### src/rtl/iter_cla_adder.sv
// Multi-cycle carry-lookahead adder/subtractor.
// Resolves one SLICE-bit lookahead slice per clock and carries the slice
// carry-out to the next slice through a register. Valid/ready handshakes are
// used on both the operand side and the result side.
module iter_cla_adder #(
    parameter int unsigned WIDTH = 32,
    parameter int unsigned SLICE = 8
) (
    input  logic             clk,
    input  logic             rst_n,
    input  logic             in_valid,
    output logic             in_ready,
    input  logic [WIDTH-1:0] a,
    input  logic [WIDTH-1:0] b,
    input  logic             carry_in,
    input  logic             sub,
    output logic             out_valid,
    input  logic             out_ready,
    output logic [WIDTH-1:0] sum,
    output logic             carry_out,
    output logic             overflow
);

    localparam int unsigned NSLICE = WIDTH / SLICE;
    localparam int unsigned CW     = (NSLICE > 1) ? $clog2(NSLICE) : 1;

    if ((SLICE < 1) || ((WIDTH % SLICE) != 0)) begin : g_bad_params
        $error("iter_cla_adder: WIDTH must be a non-zero multiple of SLICE");
    end

    typedef enum logic [1:0] {StIdle, StRun, StDone} state_e;

    state_e           state_q, state_d;
    logic [CW-1:0]    cnt_q, cnt_d;
    logic [WIDTH-1:0] op_a_q, op_a_d, op_b_q, op_b_d;
    logic [WIDTH-1:0] acc_q, acc_d, sum_q, sum_d;
    logic             carry_q, carry_d, cout_q, cout_d, ovf_q, ovf_d;

    logic [SLICE-1:0] sl_a, sl_b, sl_g, sl_p, sl_s;
    logic             sl_cout, sl_cmsb, cr;
    int unsigned      base;
    logic [WIDTH-1:0] acc_merged;
    logic             last_slice;

    assign last_slice = (cnt_q == CW'(NSLICE - 1));

    // Current slice: generate/propagate lookahead seeded by the registered carry,
    // merged into a copy of the accumulator.
    always_comb begin
        base = 32'(cnt_q) * SLICE;
        sl_a = op_a_q[base +: SLICE];
        sl_b = op_b_q[base +: SLICE];
        sl_g = sl_a & sl_b;
        sl_p = sl_a ^ sl_b;
        sl_s = '0;
        sl_cmsb = carry_q;
        cr = carry_q;
        for (int i = 0; i < int'(SLICE); i++) begin
            sl_s[i] = sl_p[i] ^ cr;
            if (i == int'(SLICE) - 1) begin
                sl_cmsb = cr;
            end
            cr = sl_g[i] | (sl_p[i] & cr);
        end
        sl_cout = cr;
        acc_merged = acc_q;
        acc_merged[base +: SLICE] = sl_s;
    end

    // Next-state logic and handshake outputs.
    always_comb begin
        state_d  = state_q;
        cnt_d    = cnt_q;
        op_a_d   = op_a_q;
        op_b_d   = op_b_q;
        acc_d    = acc_q;
        carry_d  = carry_q;
        sum_d    = sum_q;
        cout_d   = cout_q;
        ovf_d    = ovf_q;
        in_ready = 1'b0;
        unique case (state_q)
            StIdle: begin
                in_ready = rst_n;
                if (in_valid) begin
                    op_a_d  = a;
                    // Subtract is a + ~b + ~borrow_in.
                    op_b_d  = sub ? ~b : b;
                    carry_d = sub ^ carry_in;
                    cnt_d   = '0;
                    acc_d   = '0;
                    state_d = StRun;
                end
            end
            StRun: begin
                acc_d   = acc_merged;
                carry_d = sl_cout;
                if (last_slice) begin
                    sum_d   = acc_merged;
                    cout_d  = sl_cout;
                    ovf_d   = sl_cmsb ^ sl_cout;
                    state_d = StDone;
                end else begin
                    cnt_d = cnt_q + 1'b1;
                end
            end
            StDone: begin
                if (out_ready) begin
                    state_d = StIdle;
                end
            end
            default: state_d = StIdle;
        endcase
    end

    // State registers with synchronous active-low reset.
    always_ff @(posedge clk) begin
        if (!rst_n) begin
            state_q <= StIdle;
            cnt_q   <= '0;
            op_a_q  <= '0;
            op_b_q  <= '0;
            acc_q   <= '0;
            carry_q <= 1'b0;
            sum_q   <= '0;
            cout_q  <= 1'b0;
            ovf_q   <= 1'b0;
        end else begin
            state_q <= state_d;
            cnt_q   <= cnt_d;
            op_a_q  <= op_a_d;
            op_b_q  <= op_b_d;
            acc_q   <= acc_d;
            carry_q <= carry_d;
            sum_q   <= sum_d;
            cout_q  <= cout_d;
            ovf_q   <= ovf_d;
        end
    end

    assign out_valid = (state_q == StDone);
    assign sum       = sum_q;
    assign carry_out = cout_q;
    assign overflow  = ovf_q;

endmodule

### config.mk
export PLATFORM = sky130hd
export DESIGN_NAME = iter_cla_adder
export DESIGN_NICKNAME = d
export VERILOG_FILES = /design/src/rtl/iter_cla_adder.sv
export SDC_FILE = /design/constraint.sdc
export NUM_CORES = 1
export LEC_CHECK = 0
export ABC_AREA = 0
export CORE_UTILIZATION = 36
export CTS_CLUSTER_SIZE = 30
export DETAILED_ROUTE_END_ITERATION = 6
export MAX_ROUTING_LAYER = met4
export PLACE_DENSITY = 0.61
export SYNTH_ARGS = -nofsm -noshare
export SYNTH_HDL_FRONTEND = slang
export SYNTH_SLANG_ARGS = --single-unit
### constraint.sdc
create_clock -name clk -period 6.4 [get_ports clk]
set_input_delay 1.92 -clock clk [delete_from_list [all_inputs] [get_ports clk]]
set_output_delay 1.92 -clock clk [all_outputs]
set_load 0.02 [all_outputs]
Yosys cells after proc, flatten, opt, wreduce, memory -nomap -nowiden

Cells that the tools add are included.
Widths: inputs -> output; s select.

Bits in registers: 135
Bits of input ports: 70
Output and inout bits: 36

Multiplexer cells: 14
Equality and inequality tests: 7
Reduce and logical (&&, ||, !) cells: 7
Add/subtract/negate cells: 2
Bitwise logic cells: 29
Shift operators: 4

Operators by type and width:

| kind                    | number |
|---|---|
| $mux 32                 | 2 |
| $pmux 32 s2             | 1 |
| $shiftx 32x6->8         | 2 |
| $neg 5->34              | 1 |
| $shift 8x34->32 const A | 1 |
| $shiftx 8x34->32        | 1 |
| $bwmux 32               | 1 |
| $not 32->32             | 1 |
| $mux 2                  | 5 |
| $xor 1x1->1             | 10 |
| $and 1x1->1             | 8 |
| $and 8x8->8             | 1 |
| $or 1x1->1              | 8 |
| $xor 8x8->8             | 1 |
| $ne 2x2->1 const B      | 3 |
| $pmux 2 s3              | 1 |
| $reduce_and 2->1        | 3 |
| $reduce_and 3->1        | 2 |
| $eq 2x2->1 const B      | 2 |
| $pmux 2 s2              | 1 |
| $add 2x1->2 const B     | 1 |
| $eq 2x1->1 const B      | 1 |
| $logic_not 2->1         | 1 |
| $mux 1                  | 2 |
| other kinds (3)         | 3 |

Logic depth before layout (Yosys ltp)

Gate-level depths: netlist of the first run.

Depth in word-level cells: 20
Gate-level depth with buffers: 16
Gate-level depth less buffers: 14

Worst setup path before layout of the first run

OpenSTA, ideal clock, no wires.

Path type: flip-flop to flip-flop
Start: register cnt_q[0]
End: register sum_q[31] (netlist: sum[31])
Data arrival time: 4.500 ns
Data required time: 6.277 ns
Path slack: 1.777 ns
Buffers on the path: 2
Setup time: 0.123 ns
Cell stages (with the launch flop): 17
Cells stage by stage: dfxtp_1 buf_6 buf_8 mux4_2 fa_1 inv_1 fa_1 fa_1 fa_1 fa_1 fa_1 fa_1 inv_1 fa_1 nor2b_1 a221oi_1 nor2_1

Word-level cells in the longest chain between the ends: 19
Elaborated cells on any way between the ends: 32

Ends and longest elaborated chain:

| item                               | RTL line | text |
|---|---|---|
| start: declaration                 | 34       | `logic [CW-1:0] cnt_q, cnt_d;` |
| start signal: assignment           | 130      | `cnt_q <= cnt_d;` |
| $shiftx 32x6->8 (on tied branches) | 51, 52   |  |
| $xor 8x8->8                        | 54       | `sl_p = sl_a ^ sl_b;` |
| $and 1x1->1                        | 63       | `cr = sl_g[i] \| (sl_p[i] & cr);` |
| $or 1x1->1                         | 63       |  |
| $and 1x1->1                        | 63       |  |
| $or 1x1->1                         | 63       |  |
| $and 1x1->1                        | 63       |  |
| $or 1x1->1                         | 63       |  |
| [3 not listed]                     | n/a      |  |
| $or 1x1->1                         | 63       |  |
| $and 1x1->1                        | 63       |  |
| $or 1x1->1                         | 63       |  |
| $and 1x1->1                        | 63       |  |
| $or 1x1->1                         | 63       |  |
| $xor 1x1->1                        | 59       | `sl_s[i] = sl_p[i] ^ cr;` |
| $shiftx 8x34->32                   | 67       | `acc_merged[base +: SLICE] = sl_s;` |
| $bwmux 32                          | 67       |  |
| end signal: assignment             | 135      | `sum_q <= sum_d;` |
| end: declaration                   | 36       | `logic [WIDTH-1:0] acc_q, acc_d, sum_q, sum_d;` |

Several ways; a longest one is shown, not always the timed one.
A chain may end at the register's enable or synchronous reset.

Worst setup path after layout of the first run

Start: register cnt_q[0]
End: register sum_q[23] (netlist: sum[23])

Same word-level chain as after synthesis.

==> run_results.csv, run 1 <==
group,metric,value,unit
sta,setup_violations,0,
power,total_power,2.08,mW
drt,drtAntennaViolNets,0,
critical_path,crit_chain,"buf_4, mux4_2, inv_1, fa_1, fa_1, fa_1, fa_1, fa_1, fa_1, inv_1, fa_1, nor2b_1, a221oi_1, nor2_1",
sta,final_hold_viol_count,0,
global_routing,met3_usage,4.71,%
synth,synth_edf_count,0,
cells_and_area,final.fill_count,1550,
cells_and_area,design_area,0.00779,mm2
power,p_comb_share,13.2,%
global_routing,overflow,0,
critical_path,cp-end-kind,"flip-flop",
synth,synth_top_family_by_area,"compound AO/OA/AOI/OAI gates",
synth,yosysSeqAreaShare,44.0,%
global_routing,grt_pass1_vias,4654,
power,p_leak,3.15,nW
sta,fin_setup_tns,0,ps
synth,ys_top_cells_by_area,"dfxtp_1, nand2_1, mux4_2",
global_routing,gr-usage-met1,23.0,%
drt,vias,4842,
sta,drv_slew,0,
critical_path,critPathSlowestCell,"dfxtp_1",
critical_path,rr_startpoint,"cnt_q[0]",
synth,ys_warn_count,0,
synth,ys_ff_latch,135,
power,swShare,24.3,%
run,timing.max_cap.violations,0,
worst_hold_path,hold_start,"op_a_q[8]",
cells_and_area,post_route_cells_drive_above_1_share,8.09,%
clock_network,cts_tree,"done",
die,coreArea,0.0166,mm2
synth,yosys-mux-area-fraction,6.51,%
clock_network,cts_buffer_depth,2,
worst_hold_path,hold_depth,2,
drt,wl_per_cell,15.7,um
die,fp-row-count,47,
critical_path,critPathMaxFanout,17,
clock_network,postCtsSetupRepairBufs,0,
drt,routed_wl,14700,um
critical_path,critical_path.most_common_cell,"fa_1",
synth,async_reset_ff_share,0,%
die,die_y,133,um
power,p_sw,506,uW
placed_design,place_area,0.00723,mm2
critical_path,path_buf_inv,3,
synth,synth-simple-area-share,12.2,%
die,die_area,0.0176,mm2
critical_path,critical_path_required,6690,ps
power,pwr-share-clk,43.4,%
critical_path,cp_num_cells,14,
synth,synthCells,626,
critical_path,worst-r2r-cell-count,14,
sta,hold_ws,453,ps
critical_path,critPathArrivalTime,5380,ps
drt,drtPass1Iterations,4,
sta,tightestPinTransition,1230,ps
global_routing,grt_max_degree,118,
synth,syn_nets,710,
placed_design,hpwl,10400,um
synth,synth_fa_ha_area_share,3.83,%
synth,synth_xor_area_share,4.85,%
worst_hold_path,min_path_type,"flip-flop to flip-flop",
synth,syn_area_per_cell,9.82,um2
synth,syn-cell-area,0.00615,mm2
critical_path,startpoint_type,"flip-flop",
clock_network,cts_root_buf,"clkbuf_16",
clock_network,cts_buffers,17,
power,pwr-share-seq,43.4,%
sta,timing.final.crit_share,79.5,%
status,outcome,"finished, final reports clean",
drt,via_per_inst,5.17,
die,ios,106,
synth,synth-main-ff-cell,"dfxtp_1",
synth,synthDominantCellAreaShare,44.0,%
critical_path,slowest_delay,720,ps
drt,drtIter0Drc,350,
clock_network,cts.clk_slew.worst_paths,60,ps
clock_network,htreeDepth,4,
cells_and_area,nets,788,
power,vdd_drop_max,0.000192,V
global_routing,grt_usage,18.1,%
global_routing,grt_pass1_wl,24100,um
synth,yosys.area.top_type,"dfxtp_1",
sta,relSlewSlack,17.8,%
sta,period_needed,5090,ps
clock_network,clk_latency,420,ps
critical_path,critical_path_class,"flip-flop to flip-flop",
critical_path,startpoint,"cnt_q[0]",
cells_and_area,n_antenna_cell,0,
clock_network,cts_hold_buf,0,
synth,synth-compound-area-share,22.6,%
global_routing,antenna_found_initial,0,
global_routing,top_usage_layer,"met2",
synth,synth_cell_types,43,
clock_network,cts_sinks,135,
critical_path,crit_family,"adder cells",
sta,fin_skew,8.45,ps
drt,drc,0,
die,initial_core_util,36.9,%
cells_and_area,area_growth,26.7,%
power,powerDensity,267,mW/mm2
clock_network,post_cts_resized,0,
die,die_x,133,um
global_routing,grt_util_met2,27.5,%
placed_design,gp_congestion,0.835,
sta,grt_setup_unrepaired,"no",
placed_design,port_buffers,105,
power,p_int,1.58,mW
sta,fmax,196,MHz
[per-stage QoR]
step	setup WS [ps]	utilization, %	cells
2_1_floorplan	1780	-	626
3_3_place_gp	1300	43.5	905
3_5_place_dp	1250	43.5	905
4_1_cts	1240	46.8	937
5_1_grt	974	46.8	937
6_report	1310	46.8	937
[layer usage]
metal / up-vias / share of wire (%)
li1: 2361 / -
met1: 2329 / 46
met2: 128 / 48
met3: 24 / 4.6
met4: 0 / 2.0
met5: - / 0
[cell usage after synthesis (3+ instances only)]
cell type  count
clkbuf_1      15
and3b_1        3
nand2_1      109
a21boi_1      32
ha_1           6
inv_1         22
a221oi_1      20
dfxtp_1      135
o21a_1         4
a2bb2oi_1      5
buf_6          4
fa_1           8
nand2b_1       7
buf_2         26
a21oi_1       17
mux4_2        16
xnor2_1       33
nor2_1        29
o21ai_0       32
o211a_1       32
buf_4          5
o22ai_1        8
a22o_1        24
mux2i_1        4
nor2b_1        5
[power by group through the flow]
stage,Sequential (mW),Clock [mW],Combinational (mW)
final,0.903,0.903,0.275
after detailed placement,0.921,0,0.276
after CTS,0.903,0.923,0.277
after global routing,0.908,0.963,0.301
after global placement,0.920,0,0.271
after floorplan,0.908,0,0.191
[worst paths after layout]
| check | slack, ps | to |
|---|---|---|
| max | 1310 | sum[23] |
| min | 450 | op_a_q[8] |
| max reg2reg | 1310 | sum[23] |
| min reg2reg | 450 | op_a_q[8] |
[logic make-up after synthesis]
family | after synthesis
multiplexers | 20
flip-flops | 135
AND/OR/NAND/NOR | 167
adder cells (fa/ha/maj) | 14
buffers and inverters | 74
AO/OA/AOI/OAI | 182
XOR/XNOR | 34
[registers in the layout (all words and copies together) (netlist names)]
| name | cells |
|---|---|
| op_a_q | 32 |
| acc_q | 32 |
| state_q | 2 |
| overflow | 1 |
| sum | 32 |
| op_b_q | 32 |
| carry_out | 1 |
| carry_q | 1 |
| cnt_q | 2 |
[cells in the final DEF (no fill, tap or decap), drive strengths merged, types with 6 or more instances in the layout]
cell type and n:
nand2b 7, nand2 109, xnor2 33, a221oi 21, ha 6, clkdlybuf4s50 103
o21ai 32, a21oi 17, o22ai 8, inv 22, a21boi 34, buf 7
fa 8, o211a 32, mux4 16, nor2 30, dfxtp 135, clkbuf 24
a22o 24
[final cells by class]
type	instances	area (um2)	share of cell area (%)
Clock buffer	24	482	6.19
Clock inverter	8	72.6	0.932
Inverter	23	86.3	1.11
Multi-Input combinational cell	417	3080	39.5
Sequential cell	135	2700	34.7
Tap cell	220	275	3.53
Timing Repair Buffer	110	1090	14.0
[tightest hold or removal path, cell delays in order (launching register included)]
cell and delay (ps):
dfxtp_1 310, nand2_1 50, a21boi_1 50
Power figures use the tool's default switching activity.
==> run 2, diff against run 1 <==
Settings changed: PLACE_DENSITY 0.61 to 0.63.
Clock period 6.4 ns to 4.5 ns, I/O delays scaled along.
==> run 2 against run 1 <==
Against the previous run: the flow now finishes with violations (design-rule violations); clock skew hardly changed; clock-buffer cell count is 1 lower; via count increased by 0.10%; first-iteration DRC count shrank 16%; combinational power grew 50%.
==> run_results.csv, run 2 (synthesis gave the netlist of run 1 again) <==
group,metric,value,unit
status,outcome,"finished, violations left",
status,violations,"design-rule violations",
cells_and_area,n_antenna_cell,0,
global_routing,grt_pass1_wl,23900,um
power,total_power,3.10,mW
die,initial_core_util,36.9,%
worst_hold_path,min_path_type,"flip-flop to flip-flop",
clock_network,cts_sinks,135,
sta,period_needed,4340,ps
power,p_sw,727,uW
power,vdd_drop_max,0.000280,V
drt,routed_wl,14800,um
cells_and_area,multi_input_area,0.00312,mm2
placed_design,hpwl,10400,um
global_routing,grt_pass1_vias,4748,
cells_and_area,final_cell_mix,"dfxtp_1, nand2_1, clkdlybuf4s50_1, xnor2_1",
power,p_comb_share,13.3,%
placed_design,gp_congestion,0.812,
die,coreArea,0.0166,mm2
run,timing.max_cap.violations,0,
clock_network,cts_root_buf,"clkbuf_16",
power,p_leak,3.24,nW
clock_network,cts_tree,"done",
sta,setup_violations,0,
drt,wl_per_cell,15.6,um
clock_network,clk_latency,420,ps
die,die_x,133,um
global_routing,grt_usage,17.9,%
critical_path,critPathArrivalTime,4630,ps
placed_design,port_buffers,105,
cells_and_area,seqCellArea,0.00271,mm2
cells_and_area,area_growth,29.4,%
cells_and_area,post_route_cells_drive_above_1_share,10.9,%
cells_and_area,design_area,0.00795,mm2
global_routing,grt_max_degree,118,
drt,vias,4847,
global_routing,overflow,0,
placed_design,dp.cells,912,
cells_and_area,stdcell_count,945,
global_routing,antenna_found_initial,0,
sta,relSlewSlack,12.3,%
critical_path,critical_path_required,4790,ps
sta,tightestPinTransition,1310,ps
power,swShare,23.4,%
power,pwr-share-clk,45.5,%
power,pwr-share-seq,41.2,%
clock_network,htreeDepth,4,
sta,final_hold_viol_count,0,
critical_path,cp-end-kind,"flip-flop",
drt,drtPass1Iterations,6,
die,die_y,133,um
cells_and_area,final_common_cell,"dfxtp_1",
critical_path,startpoint_type,"flip-flop",
sta,fmax,230,MHz
drt,drtIter0Drc,295,
drt,drc,2,
die,ios,106,
drt,drtAntennaViolNets,0,
die,die_area,0.0176,mm2
cells_and_area,final.fill_count,1537,
cells_and_area,nets,797,
clock_network,cts_buffers,17,
sta,fin_skew,8.44,ps
clock_network,cts_hold_buf,0,
placed_design,place_area,0.00730,mm2
power,p_int,2.38,mW
die,fp-row-count,47,
sta,hold_ws,453,ps
power,powerDensity,390,mW/mm2
clock_network,cts_buffer_depth,2,
sta,fin_setup_tns,0,ps
clock_network,cts.clk_slew.worst_paths,60,ps
critical_path,critical_path_class,"flip-flop to flip-flop",
sta,drv_slew,0,
critical_path,critPathMaxFanout,8,
sta,timing.final.crit_share,96.4,%
drt,via_per_inst,5.13,
-- run 2: routing by layer --
metal / global-route usage, % / routed length (um)
met1: 22.4 / 6810
met2: 28.6 / 7160
met3: 3.45 / 615
met4: 6.70 / 196
met5: - / 0
-- run 2: repair_timing --
action | CTS | global route
gates resized for setup | 1 | 8
endpoints found under the setup margin | 3 | 6
pin swaps | 0 | 1
buffers inserted | 0 | 2
-- run 2: power by group through the flow --
stage	clock network, mW	registers [mW]	logic, mW
final	1.41	1.28	0.413
after global routing	1.50	1.29	0.451
after CTS	1.44	1.28	0.411
after detailed placement	0	1.31	0.411
after global placement	0	1.30	0.401
after floorplan	0	1.29	0.275
-- run 2: area by class of cell --
class                   instances  area share, %
repair buffers                119           14.6
well taps                     220           3.46
flip-flops and latches        135           34.0
inverters                      23           1.09
multi-input cells             417           39.2
clock inverters                 8           1.51
clock buffers                  23           6.14
-- run 2: worst paths after layout --
check	from	endpoint	slack, ps	cells after the start
worst min register to register	op_a_q[4]	op_a_q[4]	450	2
worst min-delay path	op_a_q[4]	op_a_q[4]	450	2
worst max register to register	cnt_q[0]	sum[31]	160	14
worst max-delay path	cnt_q[0]	sum[31]	160	14
-- run 2: critical path, cell delays in order (launching register included) --
cell	delay, ps
dfxtp_4	370
buf_4	140
mux4_2	310
inv_1	60
fa_1	450
fa_1	400
fa_2	360
fa_2	350
fa_2	350
fa_2	350
inv_1	80
fa_2	460
nor2b_4	180
a221oi_2	260
nor2_1	80
-- run 2: through the flow --
stage               setup WS, ps  util, %
CTS                         9.16     47.5
detailed placement          -105     43.9
global route              -0.614     47.8
floorplan                   2.57        -
finish                       160     47.8
global placement           -13.9     43.9
==> run 3, diff against run 2 <==
Settings changed: PLACE_DENSITY 0.63 to 0.67.
==> run 3 against run 2 <==
Against the previous run: the flow now finishes without violations; clock power about the same; worst setup slack lost 43 ps; clock-buffer cell count shrank 3; via count is 0.62% higher; hold slack better by 3.1 ps; non-clock buffer count shrank 1; largest cell class unchanged; largest power group unchanged.
==> run_results.csv, run 3 (synthesis gave the netlist of run 1 again) <==
group,metric,value,unit
cells_and_area,multi_input_area,0.00311,mm2
clock_network,cts_buffer_depth,2,
drt,drtIter0Drc,234,
sta,hold_ws,456,ps
sta,period_needed,4380,ps
cells_and_area,area_growth,29.3,%
clock_network,cts.clk_slew.worst_paths,60,ps
placed_design,dp.cells,913,
placed_design,hpwl,10400,um
power,total_power,3.12,mW
die,fp-row-count,47,
critical_path,critical_path_required,4800,ps
sta,fin_skew,6.68,ps
clock_network,post_cts_resized,0,
cells_and_area,nets,796,
drt,routed_wl,15000,um
placed_design,place_ws,46.7,ps
drt,drc,0,
sta,timing.final.crit_share,97.4,%
power,vdd_drop_max,0.000279,V
critical_path,startpoint_type,"flip-flop",
drt,via_per_inst,5.16,
drt,route.met2.wl,7130,um
cells_and_area,final_util,47.7,%
critical_path,cp-end-kind,"flip-flop",
clock_network,cts_root_buf,"clkbuf_16",
global_routing,grt_max_degree,118,
critical_path,critical_path_class,"flip-flop to flip-flop",
placed_design,gp_congestion,0.799,
clock_network,cts_sinks,135,
global_routing,overflow,0,
drt,drtAntennaViolNets,0,
drt,wl_per_cell,15.9,um
clock_network,cts_tree,"done",
worst_hold_path,min_path_type,"flip-flop to flip-flop",
sta,tightestPinTransition,1350,ps
power,powerDensity,392,mW/mm2
clock_network,clk_latency,420,ps
run,timing.max_cap.violations,0,
die,die_x,133,um
status,outcome,"finished, final reports clean",
cells_and_area,n_antenna_cell,0,
power,p_leak,3.24,nW
cells_and_area,design_area,0.00795,mm2
cells_and_area,final_cell_mix,"dfxtp_1, nand2_1, clkdlybuf4s50_1, xnor2_1",
global_routing,antenna_found_initial,0,
sta,grt_setup_unrepaired,"no",
critical_path,critPathMaxFanout,6,
placed_design,port_buffers,105,
placed_design,place_area,0.00731,mm2
sta,fin_setup_tns,0,ps
drt,wl_met1,7010,um
sta,postLayoutSetupSlackWorst,117,ps
critical_path,critPathArrivalTime,4680,ps
die,initial_core_util,36.9,%
sta,drv_slew,0,
global_routing,grt_usage,18.4,%
clock_network,postCtsSetupRepairBufs,0,
die,die_area,0.0176,mm2
cells_and_area,post_route_cells_drive_above_1_share,10.8,%
drt,vias,4877,
cells_and_area,stdcell_count,945,
drt,dr_wl_met3,676,um
cells_and_area,seqCellArea,0.00271,mm2
die,die_y,133,um
sta,fmax,228,MHz
die,coreArea,0.0166,mm2
clock_network,htreeDepth,4,
drt,drtPass1Iterations,5,
drt,highest_layer,"met4",
sta,setup_violations,0,
cells_and_area,final_common_cell,"dfxtp_1",
die,ios,106,
sta,relSlewSlack,10.0,%
clock_network,cts_hold_buf,0,
clock_network,cts_buffers,17,
cells_and_area,final.fill_count,1503,
global_routing,grt_pass1_wl,24800,um
sta,final_hold_viol_count,0,
critical_path,rrSetupSlack,120,ps
global_routing,grt_pass1_vias,4876,
run 3: critical path, stage by stage (launching register included):
cell and delay [ps]:
dfxtp_4 370, buf_4 140, mux4_2 320, inv_1 60, fa_1 440, fa_1 390, fa_1 390, fa_1 400
fa_2 360, fa_2 370, inv_2 70, fa_1 430, nor2b_4 180, a221oi_2 250, nor2_1 80
run 3: area by class of cell:
| cell class | instances | area share (%) |
|---|---|---|
| clock buffer | 20 | 5.87 |
| clock inverter | 12 | 1.89 |
| inverter | 23 | 1.09 |
| multi-input combinational | 417 | 39.1 |
| sequential | 135 | 34.1 |
| tap | 220 | 3.46 |
| timing repair buffer | 118 | 14.5 |
run 3: path summary, 6_finish.rpt:
| check | cells after the start | endpoint | start |
|---|---|---|---|
| worst max register to register | 14 | sum[31] | cnt_q[0] |
| worst max-delay path | 14 | sum[31] | cnt_q[0] |
| worst min-delay path | 2 | op_a_q[13] | op_a_q[13] |
| worst min register to register | 2 | op_a_q[13] | op_a_q[13] |
run 3: power by group:
part           switching [mW]  total, mW  internal (mW)
registers              0.0323       1.28           1.25
logic                   0.206      0.409          0.203
clock network           0.517       1.43          0.912
total                   0.755       3.12           2.36
run 3: per-layer routing:
metal	vias up	GRT usage, %
met1	2331	23.0
li1	2375	-
met3	18	4.56
met4	0	6.07
met2	153	29.2
met5	-	-
